$ cat src/rtl/hilo_sequencer_if.sv
// Bundle of decode-side, multiplier-side and architectural HI/LO signals
// shared by the HI/LO sequencer and its environment.
interface hilo_sequencer_if;
  logic        issue;
  logic        MULOp;
  logic        ALUOp;
  logic [5:0]  Func;
  logic [31:0] rs_data;
  logic [31:0] rt_data;
  logic        stall;
  logic        mul_start;
  logic        mul_signed;
  logic [31:0] mul_a;
  logic [31:0] mul_b;
  logic [63:0] mul_prod;
  logic [31:0] hilo_rdata;
  logic [31:0] mul_result;
  logic        mul_result_valid;
  logic [31:0] hi;
  logic [31:0] lo;

  // Environment side: decode stage plus the external multiplier.
  modport master (
    output issue, MULOp, ALUOp, Func, rs_data, rt_data, mul_prod,
    input  stall, mul_start, mul_signed, mul_a, mul_b,
           hilo_rdata, mul_result, mul_result_valid, hi, lo
  );

  // Sequencer side.
  modport slave (
    input  issue, MULOp, ALUOp, Func, rs_data, rt_data, mul_prod,
    output stall, mul_start, mul_signed, mul_a, mul_b,
           hilo_rdata, mul_result, mul_result_valid, hi, lo
  );
endinterface

$ cat src/rtl/hilo_sequencer.sv
// HI/LO sequencer: decodes HI/LO-class instructions, launches a fixed-latency
// external multiply, commits or accumulates into HI/LO, and stalls decode
// only when a dependent instruction meets an operation in flight.
module hilo_sequencer #(
  parameter int unsigned MUL_LAT = 3   // multiplier latency, 1..15
) (
  input  logic       clk,
  input  logic       rst,
  hilo_sequencer_if.slave bus
);

  localparam logic [5:0] F_MFHI  = 6'h10;
  localparam logic [5:0] F_MTHI  = 6'h11;
  localparam logic [5:0] F_MFLO  = 6'h12;
  localparam logic [5:0] F_MTLO  = 6'h13;
  localparam logic [5:0] F_MULT  = 6'h18;
  localparam logic [5:0] F_MULTU = 6'h19;
  localparam logic [5:0] F_MADD  = 6'h00;
  localparam logic [5:0] F_MADDU = 6'h01;
  localparam logic [5:0] F_MUL   = 6'h02;
  localparam logic [5:0] F_MSUB  = 6'h04;
  localparam logic [5:0] F_MSUBU = 6'h05;

  typedef enum logic {IDLE, BUSY} state_t;
  typedef enum logic [1:0] {K_MULT, K_MADD, K_MSUB, K_MUL} kind_t;

  state_t      state;
  kind_t       kind;
  logic [3:0]  cnt;
  logic [31:0] hi_q, lo_q;
  logic [31:0] mul_a_q, mul_b_q, mul_result_q;
  logic        mul_start_q, mul_signed_q, mul_result_valid_q;

  logic        dec_mfhi, dec_mflo, dec_mthi, dec_mtlo;
  logic        dec_mulcls, dec_signed, dec_hilo;
  kind_t       dec_kind;
  logic        stall, accept;
  logic [63:0] hilo_sum, hilo_diff;

  // Classify the instruction currently in decode.
  always_comb begin
    // NOTE: every signal gets a default first, so no path through the case
    // statements leaves a value held over -- that would infer a latch.
    dec_mfhi   = 1'b0;
    dec_mflo   = 1'b0;
    dec_mthi   = 1'b0;
    dec_mtlo   = 1'b0;
    dec_mulcls = 1'b0;
    dec_signed = 1'b0;
    dec_kind   = K_MULT;
    if (bus.ALUOp) begin
      case (bus.Func)
        F_MFHI:  dec_mfhi = 1'b1;
        F_MTHI:  dec_mthi = 1'b1;
        F_MFLO:  dec_mflo = 1'b1;
        F_MTLO:  dec_mtlo = 1'b1;
        F_MULT:  begin dec_mulcls = 1'b1; dec_signed = 1'b1; dec_kind = K_MULT; end
        F_MULTU: begin dec_mulcls = 1'b1; dec_kind = K_MULT; end
        default: ;
      endcase
    end
    if (bus.MULOp) begin
      case (bus.Func)
        F_MADD:  begin dec_mulcls = 1'b1; dec_signed = 1'b1; dec_kind = K_MADD; end
        F_MADDU: begin dec_mulcls = 1'b1; dec_kind = K_MADD; end
        F_MUL:   begin dec_mulcls = 1'b1; dec_signed = 1'b1; dec_kind = K_MUL;  end
        F_MSUB:  begin dec_mulcls = 1'b1; dec_signed = 1'b1; dec_kind = K_MSUB; end
        F_MSUBU: begin dec_mulcls = 1'b1; dec_kind = K_MSUB; end
        default: ;
      endcase
    end
    dec_hilo = dec_mfhi | dec_mflo | dec_mthi | dec_mtlo | dec_mulcls;
  end

  // A MUL in flight blocks everything; otherwise only HI/LO users wait.
  assign stall  = (state == BUSY) && ((bus.issue && dec_hilo) || (kind == K_MUL));
  assign accept = bus.issue && !stall;

  // 64-bit accumulate; carry/borrow crosses the LO/HI boundary naturally.
  assign hilo_sum  = {hi_q, lo_q} + bus.mul_prod;
  assign hilo_diff = {hi_q, lo_q} - bus.mul_prod;

  // Sequencer FSM: launch, count down, commit; all outputs registered.
  always_ff @(posedge clk or posedge rst) begin
    if (rst) begin
      state              <= IDLE;
      kind               <= K_MULT;
      cnt                <= 4'd0;
      hi_q               <= 32'd0;
      lo_q               <= 32'd0;
      mul_a_q            <= 32'd0;
      mul_b_q            <= 32'd0;
      mul_signed_q       <= 1'b0;
      mul_start_q        <= 1'b0;
      mul_result_q       <= 32'd0;
      mul_result_valid_q <= 1'b0;
    end else begin
      // NOTE: non-blocking assignments throughout, so every register here
      // samples the pre-edge values and the block order does not matter.
      mul_start_q        <= 1'b0;
      mul_result_valid_q <= 1'b0;
      case (state)
        IDLE: begin
          if (accept && dec_mulcls) begin
            mul_a_q      <= bus.rs_data;
            mul_b_q      <= bus.rt_data;
            mul_signed_q <= dec_signed;
            mul_start_q  <= 1'b1;
            kind         <= dec_kind;
            cnt          <= 4'(MUL_LAT);
            state        <= BUSY;
          end else if (accept && dec_mthi) begin
            hi_q <= bus.rs_data;
          end else if (accept && dec_mtlo) begin
            lo_q <= bus.rs_data;
          end
        end
        BUSY: begin
          if (cnt == 4'd0) begin
            case (kind)
              K_MULT: {hi_q, lo_q} <= bus.mul_prod;
              K_MADD: {hi_q, lo_q} <= hilo_sum;
              K_MSUB: {hi_q, lo_q} <= hilo_diff;
              K_MUL: begin
                mul_result_q       <= bus.mul_prod[31:0];
                mul_result_valid_q <= 1'b1;
              end
              default: ;
            endcase
            state <= IDLE;
          end else begin
            cnt <= cnt - 4'd1;
          end
        end
        default: state <= IDLE;
      endcase
    end
  end

  assign bus.stall            = stall;
  assign bus.hilo_rdata       = (accept && dec_mfhi) ? hi_q :
                                (accept && dec_mflo) ? lo_q : 32'd0;
  assign bus.mul_start        = mul_start_q;
  assign bus.mul_signed       = mul_signed_q;
  assign bus.mul_a            = mul_a_q;
  assign bus.mul_b            = mul_b_q;
  assign bus.mul_result       = mul_result_q;
  assign bus.mul_result_valid = mul_result_valid_q;
  assign bus.hi               = hi_q;
  assign bus.lo               = lo_q;

endmodule

$ cat src/flat_wrapper.sv
// flat-port wrapper written by rule: the top's interface ports become plain ports
module hilo_sequencer_flat 
#(
  parameter int unsigned MUL_LAT = 3                               
)
  (clk, rst, bus_issue, bus_MULOp, bus_ALUOp, bus_Func, bus_rs_data, bus_rt_data, bus_mul_prod, bus_stall, bus_mul_start, bus_mul_signed, bus_mul_a, bus_mul_b, bus_hilo_rdata, bus_mul_result, bus_mul_result_valid, bus_hi, bus_lo);
  hilo_sequencer_if bus_i ();
  input  logic clk;
  input  logic rst;
  input wire logic [$bits(bus_i.issue)-1:0] bus_issue;
  input wire logic [$bits(bus_i.MULOp)-1:0] bus_MULOp;
  input wire logic [$bits(bus_i.ALUOp)-1:0] bus_ALUOp;
  input wire logic [$bits(bus_i.Func)-1:0] bus_Func;
  input wire logic [$bits(bus_i.rs_data)-1:0] bus_rs_data;
  input wire logic [$bits(bus_i.rt_data)-1:0] bus_rt_data;
  input wire logic [$bits(bus_i.mul_prod)-1:0] bus_mul_prod;
  output wire logic [$bits(bus_i.stall)-1:0] bus_stall;
  output wire logic [$bits(bus_i.mul_start)-1:0] bus_mul_start;
  output wire logic [$bits(bus_i.mul_signed)-1:0] bus_mul_signed;
  output wire logic [$bits(bus_i.mul_a)-1:0] bus_mul_a;
  output wire logic [$bits(bus_i.mul_b)-1:0] bus_mul_b;
  output wire logic [$bits(bus_i.hilo_rdata)-1:0] bus_hilo_rdata;
  output wire logic [$bits(bus_i.mul_result)-1:0] bus_mul_result;
  output wire logic [$bits(bus_i.mul_result_valid)-1:0] bus_mul_result_valid;
  output wire logic [$bits(bus_i.hi)-1:0] bus_hi;
  output wire logic [$bits(bus_i.lo)-1:0] bus_lo;
  assign bus_i.issue = bus_issue;
  assign bus_i.MULOp = bus_MULOp;
  assign bus_i.ALUOp = bus_ALUOp;
  assign bus_i.Func = bus_Func;
  assign bus_i.rs_data = bus_rs_data;
  assign bus_i.rt_data = bus_rt_data;
  assign bus_i.mul_prod = bus_mul_prod;
  assign bus_stall = bus_i.stall;
  assign bus_mul_start = bus_i.mul_start;
  assign bus_mul_signed = bus_i.mul_signed;
  assign bus_mul_a = bus_i.mul_a;
  assign bus_mul_b = bus_i.mul_b;
  assign bus_hilo_rdata = bus_i.hilo_rdata;
  assign bus_mul_result = bus_i.mul_result;
  assign bus_mul_result_valid = bus_i.mul_result_valid;
  assign bus_hi = bus_i.hi;
  assign bus_lo = bus_i.lo;
  hilo_sequencer #(.MUL_LAT(MUL_LAT)) u_core (.clk(clk), .rst(rst), .bus(bus_i));
endmodule
$ cat config.mk
export PLATFORM = sky130hd
export DESIGN_NAME = hilo_sequencer_flat
export DESIGN_NICKNAME = d
export VERILOG_FILES = /design/src/rtl/hilo_sequencer_if.sv /design/src/rtl/hilo_sequencer.sv /design/src/flat_wrapper.sv
export SDC_FILE = /design/constraint.sdc
export NUM_CORES = 1
export LEC_CHECK = 0
export ABC_AREA = 0
export CAP_MARGIN = 20
export CORE_MARGIN = 4
export CORE_UTILIZATION = 54
export CTS_CLUSTER_DIAMETER = 80
export CTS_CLUSTER_SIZE = 8
export DETAILED_ROUTE_END_ITERATION = 8
export PLACE_DENSITY = 0.85
export SLEW_MARGIN = 20
export SYNTH_ARGS = -nofsm -noshare
export SYNTH_HDL_FRONTEND = slang
export SYNTH_SLANG_ARGS = --single-unit
$ cat constraint.sdc
create_clock -name clk -period 7.4 [get_ports clk]
set_input_delay 2.22 -clock clk [delete_from_list [all_inputs] [get_ports clk]]
set_output_delay 2.22 -clock clk [all_outputs]
set_load 0.02 [all_outputs]
==> impl_metrics.toml <==
[outcome]
outcome = "finished clean"

[detailed_routing]
drt-initial-drc-count = 2809
viasPerCell = 6.82
via_count = 18065
wl_met3_um = 9010
dr.max_layer_used = "met4"
ant_nets = 0
drt-met1-wl_um = 26500
wl_per_cell_um = 26.8
drc = 0
drtPass1Iterations = 6
dr_wl_met2_um = 31000
totalWireLength_um = 71000

[sta]
finalHoldViolations = 0
slew_violations = 0
slew-limit-headroom_pct = 30.1
fin_crit_sh_pct = 95.0
max_freq_mhz = 142
worst_pin_slew_ns = 1.05
worst_slack_ns = 0.366
finalSetupViolCount = 0
grt_setup_unrepaired = "false"
finalCriticalPeriod_ns = 7.03
finClkSkew_ns = 0.0165
timing.setup.tns_ns = 0

[logic_synthesis]
synth_most_common_cell = "a21oi_1"
synth_nets = 2264
synth_area_leaders = "dfrtp_1, ha_1, mux2_2, a21oi_1, nor2_1"
ys_seq_elements = 170
ys_seq_area_share_pct = 25.9
synthFlopType = "dfrtp_1"
ys_types = 97
synth.top_cell.area_share_pct = 25.9
synth_enable_flop_cells = 0
yosys_warnings = 0
async_reset_ff_share_pct = 100
netlist_top_cells_count = "a21oi_1, nor2_1, dfrtp_1, inv_1, o21ai_0"
synthCells = 1992
syn_avg_cell_area_um2 = 8.24
synthesis.area_mm2 = 0.0164
yosysTopAreaCell = "dfrtp_1"

[global_routing]
grt_max_degree = 66
grtUsageTotal_pct = 40.9
grt_pass1_vias = 17327
grt_pass1_wl_um = 106000
gr-total-overflow = 0
antenna_found_initial = 0

[power_and_ir_drop]
power.density_mw_per_mm2 = 441
leakagePower_nw = 8.68
ir_drop_v = 0.000227
p_total_mw = 9.01

[layout]
drive_gt1_share_pct = 9.65
final_area_mm2 = 0.0204
diodes = 0
multi_input_area_mm2 = 0.0110
n_fill_cell = 2411
ff_latch_area_mm2 = 0.00426
post-route-util_pct = 68.6
area_growth_pct = 24.5
finish.net_count = 2517

[placed_design]
placed_area_mm2 = 0.0198
dp_hpwl_um = 54700
dp_slack_ns = 0.420
place.gp.congestion = 1.09
port_buffers = 334

[worst_setup_path]
path_class = "input port to primary output"
slowest_stage = "or4b_2"
critPathTopFamily = "buffers and inverters"
worstPathMaxFanout = 7
required_ns = 5.18
cpPeakStageDelay_ns = 0.75
crit_chain = "clkdlybuf4s50_1 -> or4b_2 -> o21ai_0 -> a21oi_1 -> nand2_1 -> a21oi_1 -> nor2_1 -> clkdlybuf4s50_1"
end_kind = "primary output"
arrival_ns = 4.81
cp_num_buf_inv = 2
start_kind = "input port"

[clocking]
cts_tree = "done"
clockBufferDepth = 2
htree_levels = 4
clock-sinks = 170
clkLatencyLatePin_ns = 0.45
cts_root_buf = "clkbuf_16"
path_clk_slew_ns = 0.07
numCtsBuffers = 17
hold_buffers = 0
cts_resized = 0
post-cts-setup-buffers = 0

[floorplan]
dieHeight_um = 182
die_area_mm2 = 0.0333
rows = 63
ios = 335
initial_utilization_pct = 55.1
die_w_um = 182
core_region_area_mm2 = 0.0298

[worst_hold_path]
hold_class = "flop to flop"

[job]
drv_cap = 0
==> cell usage in the layout (no fill, tap or decap), types with 25 or more instances in the layout <==
cell               n
o21bai_1          37
ha_1             128
inv_1            144
buf_4             25
mux2i_1           51
clkdlybuf4s50_1  333
nand2_1          113
a21oi_1          202
nor3_1            35
a221oi_1          29
o21ai_0          133
mux2_2            97
a21o_1            26
dfrtp_1          169
nor2_1           177
xnor2_1           57
nor2b_1           31
a31oi_1           28
nand3_1           44
==> worst register-to-register path, cell delays in order, from the launching register on <==
cell and delay [ns]:
dfrtp_1 0.51, inv_1 0.10, ha_1 0.24, fa_1 0.40, nor2b_1 0.23, o31ai_2 0.14, a211oi_2 0.43, a211o_1 0.32
a21oi_2 0.18, o211ai_1 0.48, nand2_1 0.26, o41ai_1 0.49, xor2_1 0.13, a221oi_1 0.34, a21oi_1 0.07
==> stage by stage <==
stage / instances / hold slack (ns)
4_1_cts: 2648 / 0.509
5_1_grt: 2648 / 0.518
3_3_place_gp: 2616 / 0.478
3_5_place_dp: 2616 / 0.494
2_1_floorplan: 1992 / 0.462
6_report: 2648 / 0.506
==> worst paths after layout <==
check | from | end | slack (ns) | depth (start not counted)
max reg2reg | u_core.bus.lo[0]$_DFFE_PP0P_ | u_core.bus.hi[28]$_DFFE_PP0P_ | 2.97 | 14
max | bus_Func[5] | bus_stall | 0.37 | 8
max in group asynchronous | rst | u_core.bus.lo[21]$_DFFE_PP0P_ | 3.92 | 3
min | u_core.bus.mul_result[21]$_DFFE_PP0P_ | u_core.bus.mul_result[21]$_DFFE_PP0P_ | 0.51 | 1
min in group asynchronous | rst | u_core.bus.hi[24]$_DFFE_PP0P_ | 2.27 | 2
min reg2reg | u_core.bus.mul_result[21]$_DFFE_PP0P_ | u_core.bus.mul_result[21]$_DFFE_PP0P_ | 0.51 | 1
==> layout make-up <==
type / count / share of cell area [%]
Clock buffer: 18 / 2.10
Clock inverter: 14 / 0.869
Inverter: 150 / 2.78
Multi-Input combinational cell: 1547 / 53.8
Sequential cell: 170 / 20.8
Tap cell: 390 / 2.39
Timing Repair Buffer: 359 / 17.2
==> logic make-up after synthesis <==
logic type,count (synthesis),share of synthesized area [%]
buf+inv,275,7.37
xor+xnor,66,3.52
mux,149,9.83
fa+ha+maj,133,10.2
simple gates,519,15.1
flops,170,25.9
compound gates,680,28.1
==> routing by layer <==
layer / vias up / track usage, %
li1: 7824 / -
met3: 281 / 11.4
met2: 1390 / 62.2
met1: 8570 / 52.7
met5: - / 0
met4: 0 / 22.8
==> state kept, by name, summed over array words and instances (netlist names) <==
register                     flops
u_core.bus.mul_b                32
u_core.state                     1
u_core.bus.mul_result           32
u_core.kind                      2
u_core.bus.lo                   32
u_core.bus.mul_result_valid      1
u_core.bus.mul_signed            1
u_core.bus.mul_start             1
u_core.cnt                       4
u_core.bus.mul_a                32
u_core.bus.hi                   32
==> power by group <==
group	internal, mW	total, mW	switching [mW]
sequential	1.23	1.82	0.595
clock	0.487	0.943	0.457
combinational	2.35	6.25	3.90
total	4.06	9.01	4.95
No activity file was read; power rests on OpenSTA's default activity.
